[src/rtl/bbqm_pkg.sv]
// Shared types and constants for the BBqM display path.
// Widths, blank pattern, slot indices and converter states.
package bbqm_pkg;

    localparam int PCOUNT_W = 3;
    localparam int WTIME_W  = 5;

    localparam logic [6:0] BLANK = 7'b0000000;

    localparam logic [1:0] SLOT_PCNT0 = 2'd0;
    localparam logic [1:0] SLOT_PCNT1 = 2'd1;
    localparam logic [1:0] SLOT_WT0   = 2'd2;
    localparam logic [1:0] SLOT_WT1   = 2'd3;

    typedef enum logic [1:0] {
        CONV_IDLE = 2'd0,
        CONV_LOAD = 2'd1,
        CONV_SUB  = 2'd2,
        CONV_DONE = 2'd3
    } conv_state_t;

    function automatic logic [3:0] onehot(input logic [1:0] s);
        return 4'b0001 << s;
    endfunction

endpackage

[src/rtl/bin2bcd_iter.sv]
// Iterative 5-bit binary to BCD converter by repeated subtract-10.
// At most six cycles from start to done.
module bin2bcd_iter
    import bbqm_pkg::*;
(
    input  logic               clk,
    input  logic               rst,
    input  logic               start,
    input  logic [WTIME_W-1:0] bin,
    output logic               done,
    output logic [1:0]         tens,
    output logic [3:0]         units
);

    conv_state_t        state_q, state_d;
    logic [WTIME_W-1:0] rem_q, rem_d;
    logic [1:0]         acc_q, acc_d;

    always_ff @(posedge clk) begin
        if (rst) begin
            state_q <= CONV_IDLE;
            rem_q   <= '0;
            acc_q   <= '0;
        end else begin
            state_q <= state_d;
            rem_q   <= rem_d;
            acc_q   <= acc_d;
        end
    end

    always_comb begin
        state_d = state_q;
        rem_d   = rem_q;
        acc_d   = acc_q;
        done    = 1'b0;
        unique case (state_q)
            CONV_IDLE: begin
                if (start) state_d = CONV_LOAD;
            end
            CONV_LOAD: begin
                rem_d   = bin;
                acc_d   = 2'd0;
                state_d = CONV_SUB;
            end
            CONV_SUB: begin
                if (rem_q >= WTIME_W'(10)) begin
                    rem_d = rem_q - WTIME_W'(10);
                    acc_d = acc_q + 2'd1;
                end else begin
                    state_d = CONV_DONE;
                end
            end
            CONV_DONE: begin
                done    = 1'b1;
                state_d = CONV_IDLE;
            end
        endcase
    end

    assign tens  = acc_q;
    assign units = rem_q[3:0];

endmodule

[src/rtl/sevenSegments.sv]
// Hex-to-seven-segment decoder, active-high segments {g,f,e,d,c,b,a}.
// Digits above 9 decode to blank.
module sevenSegments (
    input  logic [3:0] digit,
    output logic [6:0] segments
);

    always_comb begin
        segments = 7'b0000000;
        case (digit)
            4'd0: segments = 7'b0111111;
            4'd1: segments = 7'b0000110;
            4'd2: segments = 7'b1011011;
            4'd3: segments = 7'b1001111;
            4'd4: segments = 7'b1100110;
            4'd5: segments = 7'b1101101;
            4'd6: segments = 7'b1111101;
            4'd7: segments = 7'b0000111;
            4'd8: segments = 7'b1111111;
            4'd9: segments = 7'b1101111;
            default: segments = 7'b0000000;
        endcase
    end

endmodule

[src/rtl/display_scanner.sv]
// Four-digit multiplexed seven-segment driver for queue count and wait time.
// One shared decoder, per-frame snapshot, blanking between digit slots.
module display_scanner
    import bbqm_pkg::*;
#(
    parameter int REFRESH_DIV  = 50000,
    parameter int BLINK_FRAMES = 64
) (
    input  logic                clk,
    input  logic                rst,
    input  logic [PCOUNT_W-1:0] Pcount,
    input  logic [WTIME_W-1:0]  Wtime,
    input  logic                full,
    output logic [6:0]          seg,
    output logic [3:0]          anode
);

    localparam int PRE_W = $clog2(REFRESH_DIV);
    localparam int FC_W  = (BLINK_FRAMES > 1) ? $clog2(BLINK_FRAMES) : 1;
    localparam logic [PRE_W-1:0] PRE_LAST = PRE_W'(REFRESH_DIV - 1);
    localparam logic [FC_W-1:0]  FC_LAST  = FC_W'(BLINK_FRAMES - 1);

    logic [PRE_W-1:0]    pre;
    logic [1:0]          slot;
    logic [PCOUNT_W-1:0] shadow_p;
    logic [WTIME_W-1:0]  shadow_w;
    logic [3:0]          units_q;
    logic [1:0]          tens_q;
    logic [FC_W-1:0]     fcnt;
    logic                blink_on;

    logic       pre_zero, pre_wrap;
    logic       frame_start, frame_end;
    logic       conv_done;
    logic [1:0] conv_tens;
    logic [3:0] conv_units;
    logic [3:0] digit;
    logic       blank;
    logic [6:0] dec_seg;
    logic [6:0] seg_d;

    assign pre_zero    = (pre == '0);
    assign pre_wrap    = (pre == PRE_LAST);
    assign frame_start = pre_zero && (slot == SLOT_PCNT0);
    assign frame_end   = pre_wrap && (slot == SLOT_WT1);

    bin2bcd_iter u_bcd (
        .clk   (clk),
        .rst   (rst),
        .start (frame_start),
        .bin   (shadow_w),
        .done  (conv_done),
        .tens  (conv_tens),
        .units (conv_units)
    );

    // Slot 0 reads the shadow before this frame's capture lands.
    always_comb begin
        digit = 4'd0;
        blank = 1'b1;
        unique case (slot)
            SLOT_PCNT0: begin
                digit = {1'b0, shadow_p};
                blank = full && !blink_on;
            end
            SLOT_PCNT1: blank = 1'b1;
            SLOT_WT0: begin
                digit = units_q;
                blank = 1'b0;
            end
            SLOT_WT1: begin
                digit = {2'b00, tens_q};
                blank = (tens_q == 2'd0);
            end
        endcase
    end

    sevenSegments u_dec (
        .digit    (digit),
        .segments (dec_seg)
    );

    assign seg_d = blank ? BLANK : dec_seg;

    always_ff @(posedge clk) begin
        if (rst) begin
            pre      <= '0;
            slot     <= SLOT_PCNT0;
            shadow_p <= '0;
            shadow_w <= '0;
            units_q  <= '0;
            tens_q   <= '0;
            fcnt     <= '0;
            blink_on <= 1'b1;
            seg      <= BLANK;
            anode    <= 4'b0000;
        end else begin
            pre <= pre_wrap ? '0 : pre + 1'b1;
            if (pre_wrap) slot <= slot + 2'd1;
            if (frame_start) begin
                shadow_p <= Pcount;
                shadow_w <= Wtime;
            end
            if (conv_done) begin
                units_q <= conv_units;
                tens_q  <= conv_tens;
            end
            if (frame_end) begin
                if (fcnt == FC_LAST) begin
                    fcnt     <= '0;
                    blink_on <= ~blink_on;
                end else begin
                    fcnt <= fcnt + 1'b1;
                end
            end
            if (pre_zero) seg <= seg_d;
            anode <= pre_zero ? 4'b0000 : onehot(slot);
        end
    end

endmodule

[config.mk]
export PLATFORM = sky130hd
export DESIGN_NAME = display_scanner
export DESIGN_NICKNAME = d
export VERILOG_FILES = /design/src/rtl/bbqm_pkg.sv /design/src/rtl/bin2bcd_iter.sv /design/src/rtl/sevenSegments.sv /design/src/rtl/display_scanner.sv
export SDC_FILE = /design/constraint.sdc
export NUM_CORES = 1
export LEC_CHECK = 0
export ABC_CLOCK_PERIOD_IN_PS = 2000
export CAP_MARGIN = 20
export CORE_UTILIZATION = 45
export DETAILED_ROUTE_END_ITERATION = 8
export PLACE_DENSITY = 0.7
export SETUP_SLACK_MARGIN = 0.05
export SYNTH_ARGS = -nofsm -noshare
export SYNTH_HDL_FRONTEND = slang
export SYNTH_HIERARCHICAL = 1
export SYNTH_SLANG_ARGS = --single-unit
[constraint.sdc]
create_clock -name clk -period 2 [get_ports clk]
set_clock_uncertainty 0.15 [all_clocks]
set_input_delay 0.3 -clock clk [delete_from_list [all_inputs] [get_ports clk]]
set_output_delay 0.3 -clock clk [all_outputs]
set_load 0.05 [all_outputs]
==> impl_metrics.yaml, run 1 <==
floorplan:
  die_area_um2: 7531
  rows: 30
  die_h_um: 86.78
  die_w_um: 86.78
  io_pins: 22
  initial_core_util_pct: 47.09
  fp.coreArea_um2: 6869
global_route:
  track_usage_pct: 19.30
  grt_pass1_vias: 2504
  grt_pass1_wl_um: 11300
  antenna_found_initial: 0
  grt_max_degree: 24
  overflow: 0
power_and_ir_drop:
  pwr-share-comb_pct: 25.1
  seq_power_share_pct: 41.4
  ir_drop_mv: 0.4943
  p_switching_uw: 941.7
  p_total_uw: 3152
  power.density_nw_per_um2: 769.4
  power_frac_clock_pct: 33.6
  p_int_uw: 2210
  switching_share_pct: 29.88
  cellLeakagePower_uw: 0.001545
cells_and_area:
  area_delta_synth_final_pct: 26.65
  drive_above_1_share_pct: 28.68
  final_util_pct: 59.64
  fin_cells: 504
  antenna_cells: 0
  nFillCells: 604
  fin_nets: 433
cts:
  cts_tree: "done"
  clock-sinks: 59
  path_clk_slew_ns: 0.06
  insertion_delay_ns: 0.34
  cts-hold-fix-buffers: 0
  root_buffer: "clkbuf_8"
  clock_path_buffers: 2
  htree_num_levels: 3
  cts_buffers: 9
logic_synthesis:
  async_flop_share_pct: 0
  netlist_top_cells_count: "dfxtp_1, nor2_1, inv_1"
  synth_edf_count: 0
  ys_warn_count: 6
  synthCells: 349
  avgSynthCellArea_um2: 9.267
  synthTopCellsByArea: "dfxtp_1, ha_1, nor2_1, xnor2_1, nand4b_1"
  yosys.area.top_type: "dfxtp_1"
  synth_area_um2: 3234
  synth_seq_cells: 59
  syn-num-nets: 379
  ys.flop_type: "dfxtp_1"
  yosysUniqueCellTypes: 69
  synth_top_area_share_pct: 36.52
  synth.most_common_cell: "dfxtp_1"
  ys_seq_area_share_pct: 36.52
route:
  wire_per_inst_um: 13.48
  dr.pass1.iters: 4
  num_vias: 2689
  wl_um: 6793
  avgViaCountPerCell: 5.335
  ant_nets: 0
  drtIter0Drc: 107
  drc: 0
critical_path:
  arrival_ns: 2.12
  crit_path_max_fanout: 4
  worstPathRequired_ns: 2.09
  rr_worst_depth: 9
  path_cells: "inv_4 -> ha_4 -> a222oi_1 -> nor2_4 -> inv_4 -> ha_4 -> nand2_1 -> o21ai_1 -> a22o_1"
  worstSetupEndpointType: "flop"
  crit_type: "reg -> reg"
  cp_slowest_cell: "a222oi_1"
  cp-start-kind: "flop"
  cpPeakStageDelay_ns: 0.45
sta:
  fin_ws_ns: -0.03453
  fin_crit_sh_pct: 101.7
  hold_viol_final: 0
  setup_violations: 4
  drv_slew: 0
  period_needed_ns: 2.035
  worst_pin_slew_ns: 0.5041
  slew-limit-headroom_pct: 66.09
  fmax_ghz: 0.4915
  grt_setup_unrepaired: "yes"
place:
  routabilityCongestion: 0.8509
  dp.cells: 478
  io_buffers: 21
  dp_hpwl_um: 4875
run:
  cap_violations: 0
status:
  status: "finished with violations"
  violations: "setup timing"
hold_path:
  min_path_cells: 1
  hp-class: "reg -> reg"
cell usage in the layout (no fill, tap or decap), types with 11 or more instances in the layout:
cell type        count
xnor2_1             13
a21oi_1             14
buf_4               41
nand2_1             19
dfxtp_1             54
nor2_1              38
inv_1               17
clkdlybuf4s50_1     15
nand4b_1            11
layer usage:
layer  part of all wire (%)  wire length [um]  up-vias  global-route usage (%)
met5                      0                 0        -                       0
met4                    1.9               127        0                   9.242
met3                    3.8               258       12                   5.048
met2                     46              3155       61                   30.92
met1                     48              3250     1261                   24.06
li1                       -                 -     1355                       -
through the flow:
step / hold slack (ns) / TNS (ns) / area, um2 / worst slack [ns]
floorplan: 0.2910 / -0.2094 / 3341 / -0.08731
detailed placement: 0.3160 / -0.01258 / 3781 / -0.005524
global placement: 0.3119 / 0 / 3781 / 0.03257
global route: 0.3506 / -0.9027 / 4096 / -0.1433
finish: 0.3263 / -0.08535 / 4096 / -0.03453
CTS: 0.3311 / 0 / 4028 / 0.01730
power by group through the flow:
stage	sequential (uW)	clock (uW)	combinational [uW]
2_1_floorplan	1410	0	495
3_3_place_gp	1330	0	750
3_5_place_dp	1330	0	766
4_1_cts	1300	1090	771
5_1_grt	1310	1130	862
6_report	1300	1060	790
final cells by class:
type | instances | area [um2] | area share [%]
Tap cell | 96 | 120.1 | 2.932
Sequential cell | 59 | 1192 | 29.11
Timing Repair Buffer | 65 | 578.1 | 14.11
Multi-Input combinational cell | 247 | 1932 | 47.16
Inverter | 21 | 86.33 | 2.108
Clock buffer | 14 | 152.6 | 3.726
Clock inverter | 2 | 35.03 | 0.8552
worst paths after layout:
| kind | slack (ns) | to | startpoint |
|---|---|---|---|
| max | -0.03 | seg[3] | slot[0] |
| min | 0.33 | seg[2] | seg[2] |
| max reg2reg | -0.03 | seg[3] | slot[0] |
| min reg2reg | 0.33 | seg[2] | seg[2] |
worst max-delay path, delay by kind of cell, from the launching register on:
family / cells / cell delay [ns]
AO/OA/AOI/OAI: 3 / 0.68
flip-flops: 1 / 0.38
adder cells (fa/ha/maj): 2 / 0.36
buffers and inverters: 2 / 0.18
AND/OR/NAND/NOR: 2 / 0.18
state kept, by name, summed over array words and instances (netlist names):
register       count
blink_on           1
pre               16
shadow_w           5
u_bcd/rem_q        5
shadow_p           3
u_bcd/state_q      2
u_bcd/tens         2
anode              4
tens_q             2
seg                7
slot               2
units_q            4
fcnt               6
timing repair:
item                                    4_1_cts  5_1_grt
pin swaps                                     8       10
endpoints found under the setup margin        9       15
setup buffers                                 7        3
gates resized for setup                       8       11
logic make-up after synthesis:
| logic type | synth area share, % |
|---|---|
| AO/OA/AOI/OAI | 16.95 |
| XOR/XNOR | 4.062 |
| AND/OR/NAND/NOR | 24.37 |
| flip-flops | 36.52 |
| multiplexers | 2.863 |
| adder cells (fa/ha/maj) | 7.350 |
| buffers and inverters | 7.891 |
No activity file was read; power rests on OpenSTA's default activity.
==> inputs of run 2 (changes only) <==
- MAX_ROUTING_LAYER: not set -> met4
- PLACE_DENSITY: 0.7 -> not set
- PLACE_DENSITY_LB_ADDON: not set -> 0.25
==> run 2 against run 1 <==
Effect of this change: the flow now finishes without violations; clock-buffer cell count stayed put; die area stayed put; global-route usage is 0.79 points higher; sequential cell count stayed put; combinational power is 1% lower.
==> impl_metrics.yaml, run 2 (synthesized netlist as in run 1, its figures left out) <==
route:
  ant_nets: 0
  wl_um: 6844
  drc: 0
  wire_per_inst_um: 13.58
  num_vias: 2702
  avgViaCountPerCell: 5.361
  drtIter0Drc: 127
  dr.pass1.iters: 4
hold_path:
  hold_end: "seg[2]"
  min_path_cells: 1
  hp-start: "seg[2]"
  hp-class: "reg -> reg"
cts:
  path_clk_slew_ns: 0.07
  htree_num_levels: 3
  clock_path_buffers: 2
  root_buffer: "clkbuf_8"
  cts_buffers: 9
  clock-sinks: 59
  cts_tree: "done"
  cts-hold-fix-buffers: 0
  insertion_delay_ns: 0.33
cells_and_area:
  regMostFlops: "pre"
  reg_top3: "pre (16), seg (7), fcnt (6)"
  mostFrequentLayoutCell: "dfxtp_1"
  fin_cells: 504
  largest_reg_flops: 16
  drive_above_1_share_pct: 28.43
  antenna_cells: 0
  layout_common_cells: "dfxtp_1, buf_4, nor2_1"
  area_delta_synth_final_pct: 25.45
  fin_nets: 433
floorplan:
  die_w_um: 86.78
  rows: 30
  fp.coreArea_um2: 6869
  die_h_um: 86.78
  io_pins: 22
  initial_core_util_pct: 47.09
  die_area_um2: 7531
sta:
  slew-limit-headroom_pct: 66.32
  fmax_ghz: 0.5024
  period_needed_ns: 1.990
  grt_setup_unrepaired: "yes"
  worst_pin_slew_ns: 0.5044
  drv_slew: 0
  fin_crit_sh_pct: 99.52
  setup_violations: 0
  hold_viol_final: 0
power_and_ir_drop:
  power.density_nw_per_um2: 750.1
  power_frac_clock_pct: 31.6
  p_switching_uw: 933.5
  p_int_uw: 2110
  cellLeakagePower_uw: 0.001564
  p_total_uw: 3044
  ir_drop_mv: 0.4122
  switching_share_pct: 30.67
  seq_power_share_pct: 42.8
  pwr-share-comb_pct: 25.6
critical_path:
  reg2reg_setup_slack_ns: 0.01
  cp-start-kind: "flop"
  crit_type: "reg -> reg"
  worstPathRequired_ns: 2.08
  arrival_ns: 2.07
  reg2reg_to: "seg[3]"
  reg2reg_from: "slot[1]"
  worstSetupEndpointType: "flop"
  rr_worst_depth: 9
  crit_path_max_fanout: 4
global_route:
  grt_pass1_wl_um: 11470
  track_usage_pct: 20.09
  grt_pass1_vias: 2514
  overflow: 0
  antenna_found_initial: 0
  grt_max_degree: 20
place:
  dp_hpwl_um: 4905
  io_buffers: 21
  routabilityCongestion: 0.8466
  dp.cells: 483
run:
  cap_violations: 0
status:
  status: "completed"
-- run 2: changes by cell type in the layout (fill, tap and decap cells not counted), sizes merged --
cell	change
dlygate4sd2	-4
dlymetal6s2s	+3
bufinv	-1
clkdlybuf4s50	+1
clkinv	+1
-- run 2: cell type report --
cell class	count	area, um2
fill	608	2811
multi-input combinational	247	1908
sequential	59	1192
timing repair buffer	65	578.1
clock buffer	14	162.7
tap	96	120.1
inverter	21	86.33
clock inverter	2	10.01
-- run 2: worst max path at each step --
stage	from	end	slack [ns]
detailed placement	slot[0]	seg[0]	0.009
floorplan	pre[12]	u_bcd/state_q[1]	-0.09
global route	slot[0]	seg[0]	-0.07
global placement	slot[1]	seg[3]	0.04
finish	slot[1]	seg[3]	0.01
CTS	slot[0]	seg[5]	0.04
-- run 2: what timing repair did --
item / CTS / global route
setup endpoints to repair: 5 / 15
setup buffers: 3 / 2
pin swaps: 6 / 3
resized for setup: 1 / 13
hold endpoints to repair: 0 / 0
-- run 2: worst max-delay path, cell delays in order, from the launching register on --
cell and delay [ns]:
dfxtp_4 0.39, inv_4 0.05, ha_4 0.16, a222oi_1 0.43
nor2_4 0.12, inv_4 0.12, ha_4 0.21, nand2_2 0.05
o21ai_1 0.05, a22o_1 0.17
-- run 2: power by group through the flow --
stage / clock [uW] / sequential (uW) / combinational (uW)
finish: 961 / 1300 / 779
global route: 1050 / 1310 / 851
CTS: 989 / 1300 / 767
detailed placement: 0 / 1330 / 757
global placement: 0 / 1330 / 744
floorplan: 0 / 1410 / 495
-- run 2: per-layer routing --
| metal | wire, um | GRT usage [%] | part of all wire (%) | up-vias |
|---|---|---|---|---|
| met5 | 0 | - | 0 | - |
| met4 | 79 | 9.091 | 1.2 | 0 |
| met3 | 220 | 3.429 | 3.2 | 5 |
| met2 | 3264 | 30.99 | 48 | 51 |
| met1 | 3279 | 25.67 | 48 | 1294 |
| li1 | - | - | - | 1352 |
-- run 2: metrics by stage --
step           TNS [ns]  worst slack [ns]  hold WS, ns  util, %  area, um2
6_report              0          0.009596       0.3270    59.07       4058
3_5_place_dp          0          0.009245       0.3170    55.41       3806
3_3_place_gp          0           0.04149       0.3103    55.41       3806
2_1_floorplan   -0.2094          -0.08731       0.2910        -       3341
5_1_grt         -0.3076          -0.06803       0.3430    59.07       4058
4_1_cts               0           0.04467       0.3323    58.29       4004
==> inputs of run 3 (changes only) <==
- PLACE_DENSITY: not set -> 0.66
- PLACE_DENSITY_LB_ADDON: 0.25 -> not set
- REMOVE_ABC_BUFFERS: not set -> 1
==> run 3 against run 2 <==
Effect of this change: the flow now finishes with violations (setup timing); worst setup slack got worse by 0.025 ns; sequential power is essentially flat; global-route usage grew 0.39 points; die area stayed put; critical path type unchanged; hold slack worse by 0.0011 ns; wire length grew 4.7%; largest cell class unchanged; total power grew 10%; fmax down 1.3%.
==> impl_metrics.yaml, run 3 (synthesized netlist as in run 1, its figures left out) <==
floorplan:
  die_w_um: 86.78
  initial_core_util_pct: 47.09
  die_area_um2: 7531
  die_h_um: 86.78
  rows: 30
  io_pins: 22
  fp.coreArea_um2: 6869
cts:
  path_clk_slew_ns: 0.07
  root_buffer: "clkbuf_8"
  htree_num_levels: 3
  cts_tree: "done"
  insertion_delay_ns: 0.34
  cts-hold-fix-buffers: 0
  clock-sinks: 59
  cts_buffers: 9
  clock_path_buffers: 2
sta:
  slew-limit-headroom_pct: 66.43
  fin_ws_ns: -0.01577
  worst_pin_slew_ns: 0.5027
  period_needed_ns: 2.016
  fmax_ghz: 0.4961
  setup_violations: 1
  grt_setup_unrepaired: "yes"
  setup_tns_ns: -0.01577
  hold_viol_final: 0
  fin_crit_sh_pct: 100.8
  drv_slew: 0
place:
  dpl_worst_slack_ns: -0.1327
  dp_hpwl_um: 4865
  routabilityCongestion: 0.9078
  io_buffers: 21
power_and_ir_drop:
  power_frac_clock_pct: 37.0
  cellLeakagePower_uw: 0.001700
  switching_share_pct: 29.02
  ir_drop_mv: 0.3756
  p_switching_uw: 972.9
  power.density_nw_per_um2: 782.8
  seq_power_share_pct: 38.8
  pwr-share-comb_pct: 24.2
  p_int_uw: 2380
critical_path:
  arrival_ns: 2.10
  crit_path_max_fanout: 4
  worstSetupEndpointType: "flop"
  crit_type: "reg -> reg"
  worstPathRequired_ns: 2.09
  cp_slowest_cell: "dfxtp_4"
  reg2reg_setup_slack_ns: -0.02
  cpPeakStageDelay_ns: 0.40
  path_cells: "inv_4 -> ha_4 -> a222oi_1 -> nor2_2 -> inv_2 -> ha_1 -> nand2_1 -> o21ai_1 -> a22o_1"
  cp-start-kind: "flop"
global_route:
  grt_max_degree: 31
  overflow: 0
  antenna_found_initial: 0
  track_usage_pct: 20.48
  grt_pass1_vias: 2507
  grt_pass1_wl_um: 11630
cells_and_area:
  largest_reg_flops: 16
  layout_common_cells: "dfxtp_1, buf_4, nor2_1"
  drive_above_1_share_pct: 33.33
  regMostFlops: "pre"
  fin_nets: 445
  antenna_cells: 0
  area_delta_synth_final_pct: 32.42
  register_area_um2: 1191
  reg_top3: "pre (16), seg (7), fcnt (6)"
  nFillCells: 533
  mostFrequentLayoutCell: "dfxtp_1"
  multiInputGateArea_um2: 1981
  final_util_pct: 62.35
route:
  drc: 0
  num_vias: 2709
  dr.pass1.iters: 4
  avgViaCountPerCell: 5.250
  drtIter0Drc: 134
  wire_per_inst_um: 13.89
  wl_um: 7166
  ant_nets: 0
hold_path:
  hp-class: "reg -> reg"
status:
  status: "finished with violations"
  violations: "setup timing"
run:
  cap_violations: 0
[run 3: cell types whose count changed in the layout (fill, tap and decap cells not counted), sizes merged]
cell           change
buf               +12
bufinv             +2
clkbuf             -3
clkdlybuf4s50      -2
clkinv             +1
dlymetal6s2s       +2
[run 3: repair_timing]
item	4_1_cts	5_1_grt
resized for setup	28	31
setup endpoints to repair	11	28
pin swaps	16	11
setup buffers	5	7
[run 3: worst paths after layout]
path              cells after the start      to    start
hold / removal                        1  seg[0]   seg[0]
setup reg to reg                      9  seg[3]  slot[1]
hold reg to reg                       1  seg[0]   seg[0]
setup / recovery                      9  seg[3]  slot[1]
[run 3: power groups by stage]
stage	combinational [uW]	sequential (uW)	clock, uW
finish	813	1300	1240
global route	876	1310	1320
CTS	788	1300	1260
detailed placement	753	1330	0
global placement	745	1330	0
floorplan	419	1410	0
[run 3: worst max-delay path: cells and delay by family, from the launching register on]
family / cells / cell delay (ns)
AO/OA/AOI/OAI: 3 / 0.57
adder cells (fa/ha/maj): 2 / 0.43
flip-flops: 1 / 0.40
buffers and inverters: 2 / 0.19
AND/OR/NAND/NOR: 2 / 0.16
[run 3: cell type report]
cell class / count / area share, %
Multi-Input combinational cell: 247 / 46.25
Sequential cell: 59 / 27.81
Timing Repair Buffer: 77 / 15.89
Clock buffer: 11 / 3.535
Tap cell: 96 / 2.805
Inverter: 21 / 1.957
Clock inverter: 5 / 1.753
[run 3: stage by stage]
step | total power [uW] | hold WS [ns] | instances | area, um2
2_1_floorplan | 1829 | 0.2191 | 327 | 3058
3_3_place_gp | 2071 | 0.3131 | 488 | 3744
3_5_place_dp | 2082 | 0.3133 | 488 | 3744
4_1_cts | 3355 | 0.3315 | 509 | 4093
5_1_grt | 3509 | 0.3399 | 516 | 4283
6_report | 3352 | 0.3259 | 516 | 4283
[run 3: metal layers]
metal,GRT usage (%),wire [um]
met5,-,0
met4,11.52,82
met3,3.714,224
met2,30.57,3291
met1,26.03,3567
